<file path="src/rtl/z80_bus_master.sv">
// z80_bus_master: generates a free-running Z80 clock from eclk and runs one
// Z80 bus cycle per accepted request (opcode fetch, memory read/write, IO read/write).
// Define Z80BM_REFRESH_EN to add the T4 refresh phase and the R counter to opcode fetches.
module z80_bus_master #(
  parameter int unsigned HALFCYCLE = 100
) (
  input  logic        eclk,
  input  logic        reset_b,
  input  logic        req_valid,
  output logic        req_ready,
  input  logic [2:0]  req_type,
  input  logic [15:0] req_addr,
  input  logic [7:0]  req_wdata,
  output logic        resp_valid,
  output logic [7:0]  resp_rdata,
  output logic        clk,
  output logic [15:0] ab,
  output logic [7:0]  db_o,
  output logic        db_oe,
  input  logic [7:0]  db_i,
  input  logic        _wait,
  output logic        _mreq,
  output logic        _iorq,
  output logic        _rd,
  output logic        _wr,
  output logic        _m1,
  output logic        _rfsh
);

  localparam int unsigned DivW = $clog2(HALFCYCLE);
  localparam logic [DivW-1:0] DivLast = DivW'(HALFCYCLE - 1);

  localparam logic [2:0] TypFetch = 3'd0;
  localparam logic [2:0] TypMemRd = 3'd1;
  localparam logic [2:0] TypMemWr = 3'd2;
  localparam logic [2:0] TypIoRd  = 3'd3;
  localparam logic [2:0] TypIoWr  = 3'd4;

`ifdef Z80BM_REFRESH_EN
  localparam bit RefreshEn = 1'b1;
`else
  localparam bit RefreshEn = 1'b0;
`endif

  typedef enum logic [2:0] {StIdle, StT1, StT2, StTwa, StTw, StT3, StT4} state_e;

  state_e          state;
  logic [DivW-1:0] div;
  logic [2:0]      cyc_type;
  logic [15:0]     cyc_addr;
  logic [7:0]      cyc_wdata;
  logic            wait_n;
`ifdef Z80BM_REFRESH_EN
  logic [6:0]      r;
`endif

  logic rise_evt, fall_evt;
  logic is_fetch, is_io, is_read, is_wr;
  logic enter_t3, last_t;

  // clk edges happen on the same eclk edge as the registered bus outputs change
  assign rise_evt = (div == DivLast) && !clk;
  assign fall_evt = (div == DivLast) && clk;

  assign is_fetch = (cyc_type == TypFetch);
  assign is_io    = (cyc_type == TypIoRd) || (cyc_type == TypIoWr);
  assign is_read  = (cyc_type == TypFetch) || (cyc_type == TypMemRd) || (cyc_type == TypIoRd);
  assign is_wr    = (cyc_type == TypMemWr) || (cyc_type == TypIoWr);

  // wait_n holds the _wait sample taken at the fall of the state now ending
  assign enter_t3 = rise_evt && wait_n &&
                    ((state == StT2 && !is_io) || state == StTwa || state == StTw);
  assign last_t   = (state == StT3 && !(is_fetch && RefreshEn)) || state == StT4;

`ifndef Z80BM_REFRESH_EN
  assign _rfsh = 1'b1;
`endif

  // Z80 clock divider: clk toggles every HALFCYCLE eclk cycles
  always_ff @(posedge eclk or negedge reset_b) begin
    if (!reset_b) begin
      div <= '0;
      clk <= 1'b0;
    end else if (div == DivLast) begin
      div <= '0;
      clk <= ~clk;
    end else begin
      div <= div + DivW'(1);
    end
  end

  // Bus cycle FSM: state moves on clk rise, strobes change on clk rise or fall
  always_ff @(posedge eclk or negedge reset_b) begin
    if (!reset_b) begin
      state      <= StIdle;
      req_ready  <= 1'b1;
      resp_valid <= 1'b0;
      resp_rdata <= 8'h00;
      ab         <= 16'h0000;
      db_o       <= 8'h00;
      db_oe      <= 1'b0;
      _mreq      <= 1'b1;
      _iorq      <= 1'b1;
      _rd        <= 1'b1;
      _wr        <= 1'b1;
      _m1        <= 1'b1;
      cyc_type   <= TypFetch;
      cyc_addr   <= 16'h0000;
      cyc_wdata  <= 8'h00;
      wait_n     <= 1'b1;
`ifdef Z80BM_REFRESH_EN
      _rfsh      <= 1'b1;
      r          <= 7'd0;
`endif
    end else begin
      resp_valid <= 1'b0;

      // Types 5-7 are never accepted
      if (req_valid && req_ready && (req_type <= TypIoWr)) begin
        req_ready <= 1'b0;
        cyc_type  <= req_type;
        cyc_addr  <= req_addr;
        cyc_wdata <= req_wdata;
      end

      if (rise_evt) begin
        unique case (state)
          StIdle: begin
            // req_ready low in idle means a request is waiting for its T1
            if (!req_ready) begin
              state <= StT1;
              ab    <= cyc_addr;
              if (is_fetch) _m1 <= 1'b0;
            end
          end
          StT1: begin
            state <= StT2;
            if (is_io) begin
              _iorq <= 1'b0;
              if (is_wr) begin
                _wr   <= 1'b0;
                db_o  <= cyc_wdata;
                db_oe <= 1'b1;
              end else begin
                _rd <= 1'b0;
              end
            end
          end
          StT2: begin
            if (is_io) state <= StTwa;
            else       state <= wait_n ? StT3 : StTw;
          end
          StTwa, StTw: state <= wait_n ? StT3 : StTw;
          StT3: if (is_fetch && RefreshEn) state <= StT4;
          default: ;
        endcase

        if (enter_t3 && is_fetch) begin
          resp_rdata <= db_i;
          _mreq      <= 1'b1;
          _rd        <= 1'b1;
          _m1        <= 1'b1;
`ifdef Z80BM_REFRESH_EN
          ab         <= {9'h000, r};
          _rfsh      <= 1'b0;
`endif
        end

        if (last_t) begin
          state      <= StIdle;
          resp_valid <= 1'b1;
          req_ready  <= 1'b1;
          db_oe      <= 1'b0;
`ifdef Z80BM_REFRESH_EN
          if (state == StT4) begin
            _rfsh <= 1'b1;
            r     <= r + 7'd1;
          end
`endif
        end
      end

      if (fall_evt) begin
        unique case (state)
          StT1: begin
            if (!is_io) begin
              _mreq <= 1'b0;
              if (is_wr) begin
                db_o  <= cyc_wdata;
                db_oe <= 1'b1;
              end else begin
                _rd <= 1'b0;
              end
            end
          end
          StT2: begin
            wait_n <= _wait;
            if (is_wr && !is_io) _wr <= 1'b0;
          end
          StTwa, StTw: wait_n <= _wait;
          StT3: begin
            if (!is_fetch) begin
              if (is_read) resp_rdata <= db_i;
              _mreq <= 1'b1;
              _iorq <= 1'b1;
              _rd   <= 1'b1;
              _wr   <= 1'b1;
            end
`ifdef Z80BM_REFRESH_EN
            else begin
              _mreq <= 1'b0;
            end
`endif
          end
          StT4: _mreq <= 1'b1;
          default: ;
        endcase
      end
    end
  end

endmodule

</file>
<file path="config.mk">
export PLATFORM = sky130hd
export DESIGN_NAME = z80_bus_master
export DESIGN_NICKNAME = d
export VERILOG_FILES = /design/src/rtl/z80_bus_master.sv
export SDC_FILE = /design/constraint.sdc
export NUM_CORES = 1
export LEC_CHECK = 0
export BUFFER_PORTS_ARGS = -buffer_cell sky130_fd_sc_hd__buf_4
export CAP_MARGIN = 15
export CORE_MARGIN = 2
export CORE_UTILIZATION = 57
export CTS_CLUSTER_SIZE = 25
export DETAILED_ROUTE_END_ITERATION = 16
export MAX_ROUTING_LAYER = met4
export PLACE_DENSITY_LB_ADDON = 0.1
export REMOVE_ABC_BUFFERS = 1
export SLEW_MARGIN = 20
export SYNTH_ARGS = -nofsm -noshare
export SYNTH_HDL_FRONTEND = slang
export SYNTH_SLANG_ARGS = --single-unit
</file>
<file path="constraint.sdc">
create_clock -name eclk -period 5.6 [get_ports eclk]
set_input_delay 0.56 -clock eclk [delete_from_list [all_inputs] [get_ports eclk]]
set_output_delay 0.56 -clock eclk [all_outputs]
set_load 0.02 [all_outputs]
</file>
==> results of run 1 <==
-- cells by family (layout without fill, tap and decap cells) --
family                   count (synthesis)  in the layout
flip-flops                              79             79
adder cells (fa/ha/maj)                  1              1
multiplexers                            59             59
AO/OA/AOI/OAI                           37             37
other                                    1              1
buffers and inverters                   15            100
AND/OR/NAND/NOR                         63             63
XOR/XNOR                                 4              4
-- state kept, by name, summed over array words and instances, names as in the netlist, 3 cells and up --
signal,count
resp_rdata,8
ab,16
div,7
cyc_wdata,8
db_o,8
state,3
cyc_type,3
cyc_addr,16
-- cell usage in the layout, fill, tap and decap left out, drive strengths merged, types with 6 or more instances in the layout --
cell type	synthesis	layout
nor3	6	6
dfrtp	72	72
nor2	8	8
nand3	7	7
mux2	59	59
clkbuf	7	12
o21ai	8	8
a21oi	7	7
buf	5	81
nand2	12	12
nor2b	6	6
dfstp	7	7
-- power by group --
group | switching, mW | internal [mW] | total [mW]
sequential | 0 | 0.570 | 0.570
clock | 0.202 | 0.243 | 0.446
combinational | 0.0155 | 0.0168 | 0.0323
-- worst register-to-register path: cells and delay by family, from the launching register on --
kind                       cells  cell delay [ns]
AOI/OAI and AO/OA              1             0.53
and+or+nand+nor                2             0.87
adders and majority gates      1             0.27
muxes                          1             0.39
DFF                            1             0.39
-- final cells by class --
class                      instances  area, µm²
tap                               75       93.8
timing repair buffer              81        612
inverter                           3       11.3
clock buffer                      12        165
fill                             425       1590
multi-input combinational        165       1350
clock inverter                     4       51.3
sequential                        79       1990
-- through the flow --
| stage | cells | cell area (µm²) | power [mW] |
|---|---|---|---|
| final | 419 | 4260 | 1.05 |
| after global routing | 419 | 4260 | 1.09 |
| after CTS | 418 | 4250 | 1.06 |
| after detailed placement | 402 | 4040 | 0.615 |
| after global placement | 402 | 4040 | 0.614 |
| after floorplan | 247 | 3340 | 0.583 |
-- per-layer routing --
metal / routed length (µm) / vias up / track usage, %
li1: - / 1108 / -
met1: 3070 / 1171 / 29.5
met2: 3300 / 79 / 34.3
met3: 382 / 14 / 7.11
met4: 140 / 0 / 8.47
met5: 0 / - / -
-- path summary, 6_finish.rpt --
path | startpoint | to | slack [ns]
worst max-delay path | div[0] | resp_rdata[1] | 3.05
worst min-delay path | reset_b | state[1] | 0.36
worst max register to register | div[0] | resp_rdata[1] | 3.05
worst min register to register | _iorq | _iorq | 0.49
max in group asynchronous | reset_b | cyc_addr[1] | 4.63
min in group eclk | req_addr[12] | cyc_addr[12] | 0.44
-- synth_stat cells, drive strengths merged, types with 3 or more instances --
master / n / area [µm²]
a21o: 3 / 22.5
a21oi: 7 / 35.0
a31oi: 3 / 18.8
and3: 4 / 25.0
buf: 5 / 36.3
clkbuf: 7 / 26.3
dfrtp: 72 / 1800
dfstp: 7 / 184
inv: 3 / 11.3
mux2: 59 / 664
nand2: 12 / 45.0
nand3: 7 / 35.0
nand4: 3 / 18.8
nor2: 8 / 30.0
nor2b: 6 / 37.5
nor3: 6 / 30.0
nor3b: 4 / 30.0
o21ai: 8 / 40.0
o31ai: 3 / 22.5
xnor2: 3 / 26.3
==> results_dict.tcl, run 1 <==
set metrics [dict create \
    status "finished, final reports clean" \
    ys_warn_count 0 \
    synthMuxAreaShare_pct 19.5 \
    power.density_nw_per_um2 246 \
    worstSetupPathType "register to register" \
    first_global_vias 2271 \
    die_area_um2 6610 \
    syn2layout_area_growth_pct 25.2 \
    async_flop_share_pct 100 \
    endpoint_kind "register" \
    synthAdderAreaFrac_pct 0.368 \
    finalCriticalPeriod_ns 2.55 \
    syn_inst 259 \
    htreeDepth 3 \
    ys_ff_latch 79 \
    synth_edf_count 0 \
    drtIter0Drc 152 \
    start_util_pct 58.2 \
    synth_cell_types 48 \
    final_hold_viol_count 0 \
    layout-drive-gt1-share_pct 48.0 \
    tns_ns 0 \
    drtAntennaViolNets 0 \
    slew_violations 0 \
    clock-root-buffer "clkbuf_8" \
    remaining_drc_errors 0 \
    cts_resized 0 \
    worst_slew_pin_slew_ns 0.955 \
    final_util_pct 72.9 \
    holdWs_ns 0.364 \
    core_area_um2 5850 \
    power_leakage_nw 2.16 \
    grt_overflow_total 0 \
    drtPass1Iterations 4 \
    num_rows 28 \
    path_buf_inv 0 \
    worstPathCellList "ha_1 > nand4bb_1 > nor2_1 > a32o_1 > mux2_2" \
    cp.depth 5 \
    grt_pass1_wl_mm 10.9 \
    grt_max_degree 80 \
    nets 379 \
    synth_ff_type "dfrtp_1" \
    wl_per_cell_um 16.4 \
    dr_total_vias 2372 \
    cts_buffers 9 \
    start_kind "register" \
    critPathTopFamily "simple AND/OR/NAND/NOR gates" \
    period_share_pct 45.6 \
    place_congestion 0.914 \
    drt-total-wl_mm 6.89 \
    syn_area_per_cell_um2 13.1 \
    netlist_area_um2 3400 \
    cp_slowest_stage_delay_ns 0.60 \
    antenna_found_initial 0 \
    skew_ns 0.0120 \
    clkTransAtPathRegs_ns 0.08 \
    max_freq_mhz 392 \
    crit_fanout 11 \
    post_drt_via_cell_ratio 5.66 \
    gr-usage-all-layers_pct 22.9 \
    die_h_um 81.3 \
    cp.arrival_ns 2.78 \
    worstRegToRegCells 5 \
    hold_class "primary input to async pin" \
    antenna_cells 0 \
    rsz0062_at_grt "false" \
    synth_compound_area_share_pct 7.42 \
    cp_slowest_cell "nor2_1" \
    critPathRequiredTime_ns 5.83 \
    pre_cts_ws_ns 3.01 \
    io_pins 81 \
    cts_tree "yes" \
    synth-xor-area-share_pct 1.03 \
    clock_path_buffers 2 \
    synth_top_family_by_area "multiplexers" \
    dp_hpwl_mm 4.80 \
    io_buffers 79 \
    clkLatencyLatePin_ns 0.35 \
    die_w_um 81.3 \
    holdBufCountCts 0 \
    ys_seq_area_share_pct 58.3 \
    yosys.area_share.simple_pct 11.1 \
    max-vdd-ir-drop_v 0.000267 \
    maxCapViolCount 0 \
    cts_sinks 79 \
    slew-limit-headroom_pct 36.3 \
    layout_setup_ws_ns 3.05 \
    post_cts_buffers 0 \
    setup_viol 0 \
]
Power figures use the tool's default switching activity.
==> inputs of run 2 (changes only) <==
- ABC_AREA: unset -> 1
- CORE_UTILIZATION: 57 -> 53
- clock period: 5.6 -> 2.45 ns (I/O delays scaled with it)
==> run 2 against run 1 <==
Against the previous run:
- global-route usage shrank 1.5 points
- non-clock buffer count stayed put
- cell area is 0.88% higher
- largest cell class unchanged
- count of clock-buffer cells in the layout fell by 3
- sequential share of layout area down 0.41 points
- core utilization shrank 5.1 points
- critical path type unchanged
- largest power group unchanged
- sequential power grew to 2.9 times the previous value
==> results_dict.tcl, run 2 <==
set metrics [dict create \
    syn_area_per_cell_um2 9.35 \
    crit_fanout 33 \
    maxCapViolCount 0 \
    io_buffers 79 \
    grt_use_met3_pct 5.45 \
    synth_edf_count 0 \
    period_share_pct 74.6 \
    synth_top_cell_by_area "dfrtp_1" \
    setup_viol 0 \
    remaining_drc_errors 0 \
    tns_ns 0 \
    nFillCells 518 \
    num_rows 29 \
    top_usage_layer "met2" \
    clock-root-buffer "clkbuf_8" \
    synth_cell_types 36 \
    syn2layout_area_growth_pct 23.7 \
    worstSetupPathType "register to register" \
    drtPass1Iterations 4 \
    io_pins 81 \
    drtIter0Drc 144 \
    synthTopCellsByCount "nand2_1, dfrtp_1, inv_1" \
    use_met1_pct 28.5 \
    ys_seq_area_share_pct 57.1 \
    ys_ff_latch 79 \
    yosysMostFrequentCell "nand2_1" \
    slew_violations 0 \
    cp.arrival_ns 2.11 \
    htreeDepth 3 \
    clkLatencyLatePin_ns 0.35 \
    holdBufCountCts 0 \
    synth_ff_type "dfrtp_1" \
    antenna_found_initial 0 \
    skew_ns 0.0109 \
    power.density_nw_per_um2 690 \
    clkTransAtPathRegs_ns 0.08 \
    die_area_um2 7230 \
    status "finished, final reports clean" \
    top_regs "ab (16), cyc_addr (16)" \
    worst_slew_pin_slew_ns 0.959 \
    post_cts_buffers 0 \
    postPlaceCellArea_um2 4120 \
    die_w_um 85.0 \
    place_congestion 0.863 \
    rsz0062_at_grt "false" \
    critPathRequiredTime_ns 2.73 \
    hold_class "primary input to async pin" \
    die_h_um 85.0 \
    ys_warn_count 0 \
    clock_path_buffers 2 \
    netlist_top_cells_area "dfrtp_1, nand2_1, dfstp_2, nand3_1, inv_1" \
    start_kind "register" \
    grt_overflow_total 0 \
    async_flop_share_pct 100 \
    syn_inst 372 \
    dr_total_vias 2717 \
    cts_buffers 9 \
    max_freq_mhz 547 \
    final_common_cell "nand2_1" \
    core_area_um2 6350 \
    drt-total-wl_mm 6.97 \
    slew-limit-headroom_pct 36.1 \
    mostFrequentLayoutCells "nand2_1, buf_4, dfrtp_1" \
    grt_max_degree 80 \
    drtAntennaViolNets 0 \
    start_util_pct 54.8 \
    final_hold_viol_count 0 \
    first_global_vias 2614 \
    multi_input_area_um2 1270 \
    synth_top_area_share_pct 51.8 \
    post_drt_via_cell_ratio 5.07 \
    netlist_area_um2 3480 \
    ff_latch_area_um2 1990 \
    power_leakage_nw 2.22 \
    layout-drive-gt1-share_pct 31.6 \
    finalCriticalPeriod_ns 1.83 \
    gr-usage-all-layers_pct 21.4 \
    fin_area_um2 4300 \
    endpoint_kind "register" \
    wl_per_cell_um 13.0 \
    nets 494 \
    use_met2_pct 31.7 \
    dp_hpwl_mm 5.02 \
    grt_pass1_wl_mm 11.8 \
    cts_sinks 79 \
    cts_tree "yes" \
    max-vdd-ir-drop_v 0.000447 \
    cts_resized 0 \
    antenna_cells 0 \
]
==> run 2: changes by cell type after synthesis, sizes merged, moves of 4 or more <==
cell	delta
a21oi	+18
and3	-4
clkbuf	-4
inv	+40
mux2	-51
nand2	+81
nand3	+26
nor2	+29
nor2b	-6
nor3b	-4
o21ai	+20
==> run 2: routing by layer <==
layer  share of wire (%)  up-vias
met5                   0        -
met2                  48       74
met4                 1.7        0
li1                    -     1355
met3                 5.6       12
met1                  45     1276
==> run 2: kinds of logic after synthesis <==
| kind of cell | after synthesis | synth area share [%] |
|---|---|---|
| XOR/XNOR | 1 | 0.252 |
| buffers and inverters | 53 | 6.55 |
| other | 1 | 0.108 |
| adder cells (fa/ha/maj) | 1 | 0.360 |
| AND/OR/NAND/NOR | 172 | 24.5 |
| flip-flops | 79 | 57.1 |
| AO/OA/AOI/OAI | 57 | 8.60 |
| multiplexers | 8 | 2.59 |
==> run 2: path summary, 6_finish.rpt <==
kind                            startpoint            end  slack [ns]  depth (start not counted)
min in group eclk                  db_i[7]  resp_rdata[7]        0.09                          3
worst max register to register      div[0]            _m1        0.62                          8
max in group asynchronous          reset_b  resp_rdata[3]        1.79                          1
worst max-delay path                div[0]            _m1        0.62                          8
worst min register to register      div[0]         div[0]        0.47                          1
worst min-delay path               reset_b         div[4]        0.03                          1
==> run 2: critical path, cell delays in order, from the launching register on <==
cell	delay [ns]
dfrtp_1	0.37
ha_1	0.19
nand2_1	0.06
inv_1	0.08
nand3_2	0.18
nor2_8	0.21
nand3b_4	0.31
o21ai_0	0.28
nand2_1	0.08
==> run 2: layout make-up <==
| type | instances | share of cell area [%] |
|---|---|---|
| repair buffers | 81 | 14.1 |
| well taps | 77 | 2.24 |
| multi-input cells | 240 | 29.5 |
| clock inverters | 7 | 1.31 |
| inverters | 43 | 3.75 |
| clock buffers | 9 | 2.88 |
| flip-flops and latches | 79 | 46.2 |
==> run 2: metrics by stage <==
stage	util (%)	setup slack, ns	hold slack (ns)	cells	total power [mW]
finish	67.7	0.621	0.0333	536	2.97
global route	67.7	0.389	0.0773	536	3.14
CTS	67.7	0.586	0.0728	536	3.00
detailed placement	64.9	0.589	0.448	520	2.12
global placement	64.9	0.695	0.442	520	2.09
floorplan	-	0.292	-0.0506	362	1.95
==> run 2: where the power goes <==
part / switching [mW] / total, mW / leakage (nW) / internal [mW]
registers: 0.103 / 1.63 / 0.944 / 1.52
clock network: 0.504 / 0.880 / 0.0785 / 0.376
logic: 0.268 / 0.459 / 1.20 / 0.191
total: 0.875 / 2.97 / 2.22 / 2.09
